<file path="src/rtl/jtframe_joy_serial_pkg.sv">
// Shared definitions for the serial joystick reader: FSM states,
// player-word button indices and a counter-width helper.
package jtframe_joy_serial_pkg;

  typedef enum logic [1:0] {
    ST_LOAD   = 2'd0,
    ST_SETTLE = 2'd1,
    ST_SHIFT  = 2'd2
  } joy_state_t;

  // Button positions inside each player word
  localparam int unsigned JOY_RIGHT = 0;
  localparam int unsigned JOY_LEFT  = 1;
  localparam int unsigned JOY_DOWN  = 2;
  localparam int unsigned JOY_UP    = 3;
  localparam int unsigned JOY_B1    = 4;
  localparam int unsigned JOY_B2    = 5;
  localparam int unsigned JOY_B3    = 6;
  localparam int unsigned JOY_B4    = 7;
  localparam int unsigned JOY_START = 8;
  localparam int unsigned JOY_COIN  = 9;

  // Width of a counter covering 0..n-1, never below one bit
  function automatic int cnt_w(input int n);
    return (n > 1) ? $clog2(n) : 1;
  endfunction

endpackage

</file>
<file path="src/rtl/jtframe_joy_serial_tick.sv">
// jtframe_joy_tick: free-running divider producing a one-cycle enable
// every CLKDIV clk_sys cycles. Shared by slow serial peripherals.
module jtframe_joy_tick
  import jtframe_joy_serial_pkg::*;
#(
  parameter int CLKDIV = 16
) (
  input  logic clk_sys,
  input  logic rst,
  output logic o_tick
);

  localparam int CW = cnt_w(CLKDIV);

  logic [CW-1:0] r_cnt;
  logic          w_wrap;

  assign w_wrap = (r_cnt == CW'(CLKDIV - 1));
  assign o_tick = w_wrap;

  // Count 0..CLKDIV-1 and wrap
  always_ff @(posedge clk_sys) begin
    if (rst)         r_cnt <= '0;
    else if (w_wrap) r_cnt <= '0;
    else             r_cnt <= r_cnt + CW'(1);
  end

endmodule

</file>
<file path="src/rtl/jtframe_joy_serial.sv">
// jtframe_joy_serial: drives a 74HC165-style chain (JOY_LOAD/JOY_CLK),
// deserialises PLAYERS*BITS_PER_PLAYER bits and updates all player
// words together at frame end.
// Optional: JTFRAME_JOY_DEBOUNCE_EN - only latch a frame identical to
// the previous one.
module jtframe_joy_serial
  import jtframe_joy_serial_pkg::*;
#(
  parameter int PLAYERS         = 2,
  parameter int BITS_PER_PLAYER = 12,
  parameter int JOYW            = 32,
  parameter int CLKDIV          = 16,
  parameter bit ACTIVE_LOW      = 1'b1
) (
  input  logic                    clk_sys,
  input  logic                    rst,
  input  logic                    JOY_DATA,
  output logic                    JOY_CLK,
  output logic                    JOY_LOAD,
  output logic [PLAYERS*JOYW-1:0] joystick,
  output logic                    frame_done,
  output logic                    busy
);

  localparam int TOTAL = PLAYERS * BITS_PER_PLAYER;
  localparam int KW    = cnt_w(TOTAL);

  joy_state_t              r_state, w_state_nxt;
  logic                    r_load, w_load_nxt;
  logic                    r_clk, w_clk_nxt;
  logic [KW-1:0]           r_k, w_k_nxt;
  logic                    w_sample, w_latch, w_accept, w_tick;
  logic [TOTAL-1:0]        r_shadow;
  logic [PLAYERS*JOYW-1:0] r_joy, w_mapped;
  logic                    r_fd;

  jtframe_joy_tick #(.CLKDIV(CLKDIV)) u_tick (
    .clk_sys (clk_sys),
    .rst     (rst),
    .o_tick  (w_tick)
  );

  // State register
  always_ff @(posedge clk_sys) begin
    if (rst) r_state <= ST_LOAD;
    else     r_state <= w_state_nxt;
  end

  // Next-state and registered-output decisions, all gated by tick
  always_comb begin
    w_state_nxt = r_state;
    w_load_nxt  = r_load;
    w_clk_nxt   = r_clk;
    w_k_nxt     = r_k;
    w_sample    = 1'b0;
    w_latch     = 1'b0;
    if (w_tick) begin
      case (r_state)
        ST_LOAD: begin
          w_load_nxt  = 1'b0;
          w_clk_nxt   = 1'b0;
          w_state_nxt = ST_SETTLE;
        end
        ST_SETTLE: begin
          w_load_nxt  = 1'b1;
          w_k_nxt     = '0;
          w_state_nxt = ST_SHIFT;
        end
        ST_SHIFT: begin
          if (!r_clk) begin
            w_sample  = 1'b1;
            w_clk_nxt = 1'b1;
          end else begin
            w_clk_nxt = 1'b0;
            if (r_k == KW'(TOTAL - 1)) begin
              w_latch     = 1'b1;
              w_state_nxt = ST_LOAD;
            end else begin
              w_k_nxt = r_k + KW'(1);
            end
          end
        end
        default: w_state_nxt = ST_LOAD;
      endcase
    end
  end

  // Stream bit k lands in player k/BITS_PER_PLAYER, bit k%BITS_PER_PLAYER
  always_comb begin
    w_mapped = '0;
    for (int unsigned p = 0; p < PLAYERS; p++)
      for (int unsigned b = 0; b < BITS_PER_PLAYER; b++)
        w_mapped[p*JOYW + b] = r_shadow[p*BITS_PER_PLAYER + b];
  end

`ifdef JTFRAME_JOY_DEBOUNCE_EN
  logic [TOTAL-1:0] r_prev;

  // Remember the last completed frame for the stability compare
  always_ff @(posedge clk_sys) begin
    if (rst)          r_prev <= '0;
    else if (w_latch) r_prev <= r_shadow;
  end

  assign w_accept = (r_shadow == r_prev);
`else
  assign w_accept = 1'b1;
`endif

  // Chain controls, shadow capture and frame latch
  always_ff @(posedge clk_sys) begin
    if (rst) begin
      r_load   <= 1'b1;
      r_clk    <= 1'b0;
      r_k      <= '0;
      r_shadow <= '0;
      r_joy    <= '0;
      r_fd     <= 1'b0;
    end else begin
      r_load <= w_load_nxt;
      r_clk  <= w_clk_nxt;
      r_k    <= w_k_nxt;
      r_fd   <= w_latch & w_accept;
      if (w_sample)             r_shadow[r_k] <= JOY_DATA ^ ACTIVE_LOW;
      if (w_latch && w_accept)  r_joy         <= w_mapped;
    end
  end

  assign JOY_CLK    = r_clk;
  assign JOY_LOAD   = r_load;
  assign joystick   = r_joy;
  assign frame_done = r_fd;
  assign busy       = (r_state != ST_LOAD);

endmodule

</file>
<file path="config.mk">
export PLATFORM = sky130hd
export DESIGN_NAME = jtframe_joy_serial
export DESIGN_NICKNAME = d
export VERILOG_FILES = /design/src/rtl/jtframe_joy_serial_pkg.sv /design/src/rtl/jtframe_joy_serial_tick.sv /design/src/rtl/jtframe_joy_serial.sv
export SDC_FILE = /design/constraint.sdc
export NUM_CORES = 1
export LEC_CHECK = 0
export BUFFER_PORTS_ARGS = -buffer_cell sky130_fd_sc_hd__buf_2
export CORE_MARGIN = 5
export CORE_UTILIZATION = 45
export DETAILED_ROUTE_END_ITERATION = 8
export PLACE_DENSITY = 0.69
export SLEW_MARGIN = 5
export SYNTH_ARGS = -nofsm -noshare
export SYNTH_HDL_FRONTEND = slang
export SYNTH_SLANG_ARGS = --single-unit
</file>
<file path="constraint.sdc">
create_clock -name clk_sys -period 1.96 [get_ports clk_sys]
set_input_delay 0.098 -clock clk_sys [delete_from_list [all_inputs] [get_ports clk_sys]]
set_output_delay 0.098 -clock clk_sys [all_outputs]
set_load 0.005 [all_outputs]
</file>
==> impl_metrics.yaml <==
power:
  p_clk_share_pct: 43.3
  power.switching_uw: 506
  vdd_ir_drop_max_mv: 0.413
  p_seq_share_pct: 54.2
  intPower_uw: 1840
  power_frac_comb_pct: 2.5
  netSwitchingFraction_pct: 21.6
  total_power_uw: 2350
  powerDensity_mw_per_mm2: 766
  p_leak_uw: 0.00124
global_route:
  antenna_found_initial: 0
  grt_max_degree: 59
  grt_first_pass_wirelength_um: 9100
  grt_use_total_pct: 14.9
  grt_pass1_vias: 2003
  grt-ovfl-total: 0
die:
  initial_core_util_pct: 46.9
  dieArea_mm2: 0.00797
  rows: 28
  num_io_pins: 71
  die_h_um: 89.3
  coreArea_mm2: 0.00603
  die_w_um: 89.3
synthesis:
  synth.avg_cell_area_um2: 8.84
  synthFlopType: "dfxtp_1"
  syn_area_mm2: 0.00283
  async_flop_share_pct: 0
  ys_ff_latch: 62
  synthCells: 320
  synth_top_area_cell: "dfxtp_1"
  synth_top_area_share_pct: 43.9
  netlist_top_cells_area: "dfxtp_1 (44%), buf_4 (12%), a21oi_1 (10%), a311oi_1 (7.4%), nand2_1 (6.6%)"
  synth-seq-area-share_pct: 43.9
  synth_cell_type_count: 36
  synth-edff-count: 0
  ys_warn_count: 0
cts:
  root_buffer: "clkbuf_8"
  cts_resized: 0
  post_cts_buffers: 0
  clock_latency_ns: 0.33
  cts_tree: "done"
  hold_buffers: 0
  clock-sinks: 62
  numCtsBuffers: 9
  htree_levels: 3
  clk_pin_slew_ns: 0.06
  cts_buffer_depth: 2
min_path:
  holdPathEnd: "JOY_LOAD"
  holdPathStages: 3
  min_from: "rst"
  hold_path.class: "in2reg"
placement:
  gp_congestion: 0.883
  hpwl_um: 3830
  place_inst: 415
  placement.io_buffers: 30
finish:
  drive_above_1_share_pct: 19.8
  num-nets-final: 359
  diodes: 0
  final_cells: 429
  area_growth_pct: 8.23
  final_cell_mix: "dfxtp_1 (62), a21oi_1 (57), nand2_1 (50)"
  layout_commonest_cell: "dfxtp_1"
sta:
  maxSlewViolCount: 0
  holdWs_ns: 0.0364
  tns_ns: 0
  tightest_slew_ns: 0.592
  fmax_ghz: 0.541
  grt_setup_unrepaired: "false"
  fin_crit_sh_pct: 94.3
  skew_ns: 0.00589
  setup_viol_count_final: 0
  hold_violations: 0
  fin_crit_ns: 1.85
  slew_headroom_pct: 60.5
setup_path:
  rr_endpoint: "joystick[36]"
  path_class: "reg2reg"
  critPathCaptureType: "flop"
  r2r_cells: 6
  timing.rr.start: "r_k[0]"
  setup.worst_path.start_class: "flop"
  r2r_slack_ns: 0.11
  worstPathArrival_ns: 2.04
  cp.required_ns: 2.15
  worstPathMaxFanout: 16
run:
  drv_cap: 0
routing:
  drt_wl_total_um: 5530
  ant_nets: 0
  wire_per_inst_um: 12.9
  drc: 0
  drt_iter0_markers: 173
  drt_first_pass_iters: 4
  vias: 2195
  vias_per_cell: 5.12
status:
  status: "completed"
==> stage by stage <==
step / utilization [%] / setup WS [ns] / area (um2)
final: 50.8 / 0.112 / 3060
after CTS: 50.8 / 0.120 / 3060
after floorplan: - / 0.237 / 2980
after global placement: 47.9 / 0.231 / 2890
after global routing: 50.8 / 0.00555 / 3060
after detailed placement: 47.9 / 0.122 / 2890
==> worst max-delay path, stage by stage (launching register included) <==
cell      delay (ns)
dfxtp_1         0.42
ha_1            0.32
nand4b_1        0.20
or3_1           0.42
buf_4           0.20
nand2_1         0.08
a21oi_1         0.06
==> synth_stat cells, types with 5 or more instances <==
library cell / count
nor2_1: 6
a311oi_1: 24
o21ai_0: 6
and3_1: 6
inv_1: 5
ha_1: 5
a21oi_1: 57
buf_2: 9
nand2_1: 50
clkbuf_1: 6
buf_4: 44
nand3_1: 6
dfxtp_1: 62
==> registers in the layout, summed over array words and instances (netlist names) <==
register      cells
joystick         24
r_state           2
r_shadow         24
JOY_LOAD          1
JOY_CLK           1
u_tick.r_cnt      4
r_k               5
frame_done        1
==> per-layer routing <==
| metal | track usage [%] | part of all wire [%] | up-vias |
|---|---|---|---|
| met2 | 25.0 | 49 | 58 |
| met3 | 5.62 | 7.3 | 8 |
| met5 | 0 | 0 | - |
| met4 | 5.55 | 1.3 | 0 |
| met1 | 17.3 | 43 | 1024 |
| li1 | - | - | 1105 |
==> worst max-delay path by stage <==
stage	start	end	slack, ns	cells past startpoint
after detailed placement	r_k[0]	joystick[36]	0.12	6
after CTS	r_k[0]	joystick[34]	0.12	6
after floorplan	r_k[0]	joystick[10]	0.24	7
final	r_k[0]	joystick[36]	0.11	6
after global placement	r_k[0]	joystick[34]	0.23	6
after global routing	r_k[0]	joystick[38]	0.006	6
==> power groups by stage <==
stage                     Combinational [uW]  Sequential (uW)  Clock [uW]
final                                   59.8             1270        1010
after global placement                  57.0             1300           0
after detailed placement                57.5             1300           0
after global routing                    71.8             1270        1110
after CTS                               57.5             1270        1050
after floorplan                          110             1300           0
==> cell families after synthesis <==
| family | share of synthesized area [%] |
|---|---|
| flip-flops | 43.9 |
| AND/OR/NAND/NOR | 16.6 |
| AO/OA/AOI/OAI | 20.4 |
| other | 0.133 |
| buffers and inverters | 16.5 |
| adder cells (fa/ha/maj) | 2.21 |
| XOR/XNOR | 0.310 |
==> layout make-up <==
type                    count  area (um2)
inverters                   5        18.8
flip-flops and latches     62        1240
fillers                   605        2960
multi-input cells         228        1270
clock buffers               9         124
clock inverters             5        52.6
repair buffers             45         263
well taps                  75        93.8
No activity file was read; power rests on OpenSTA's default activity.
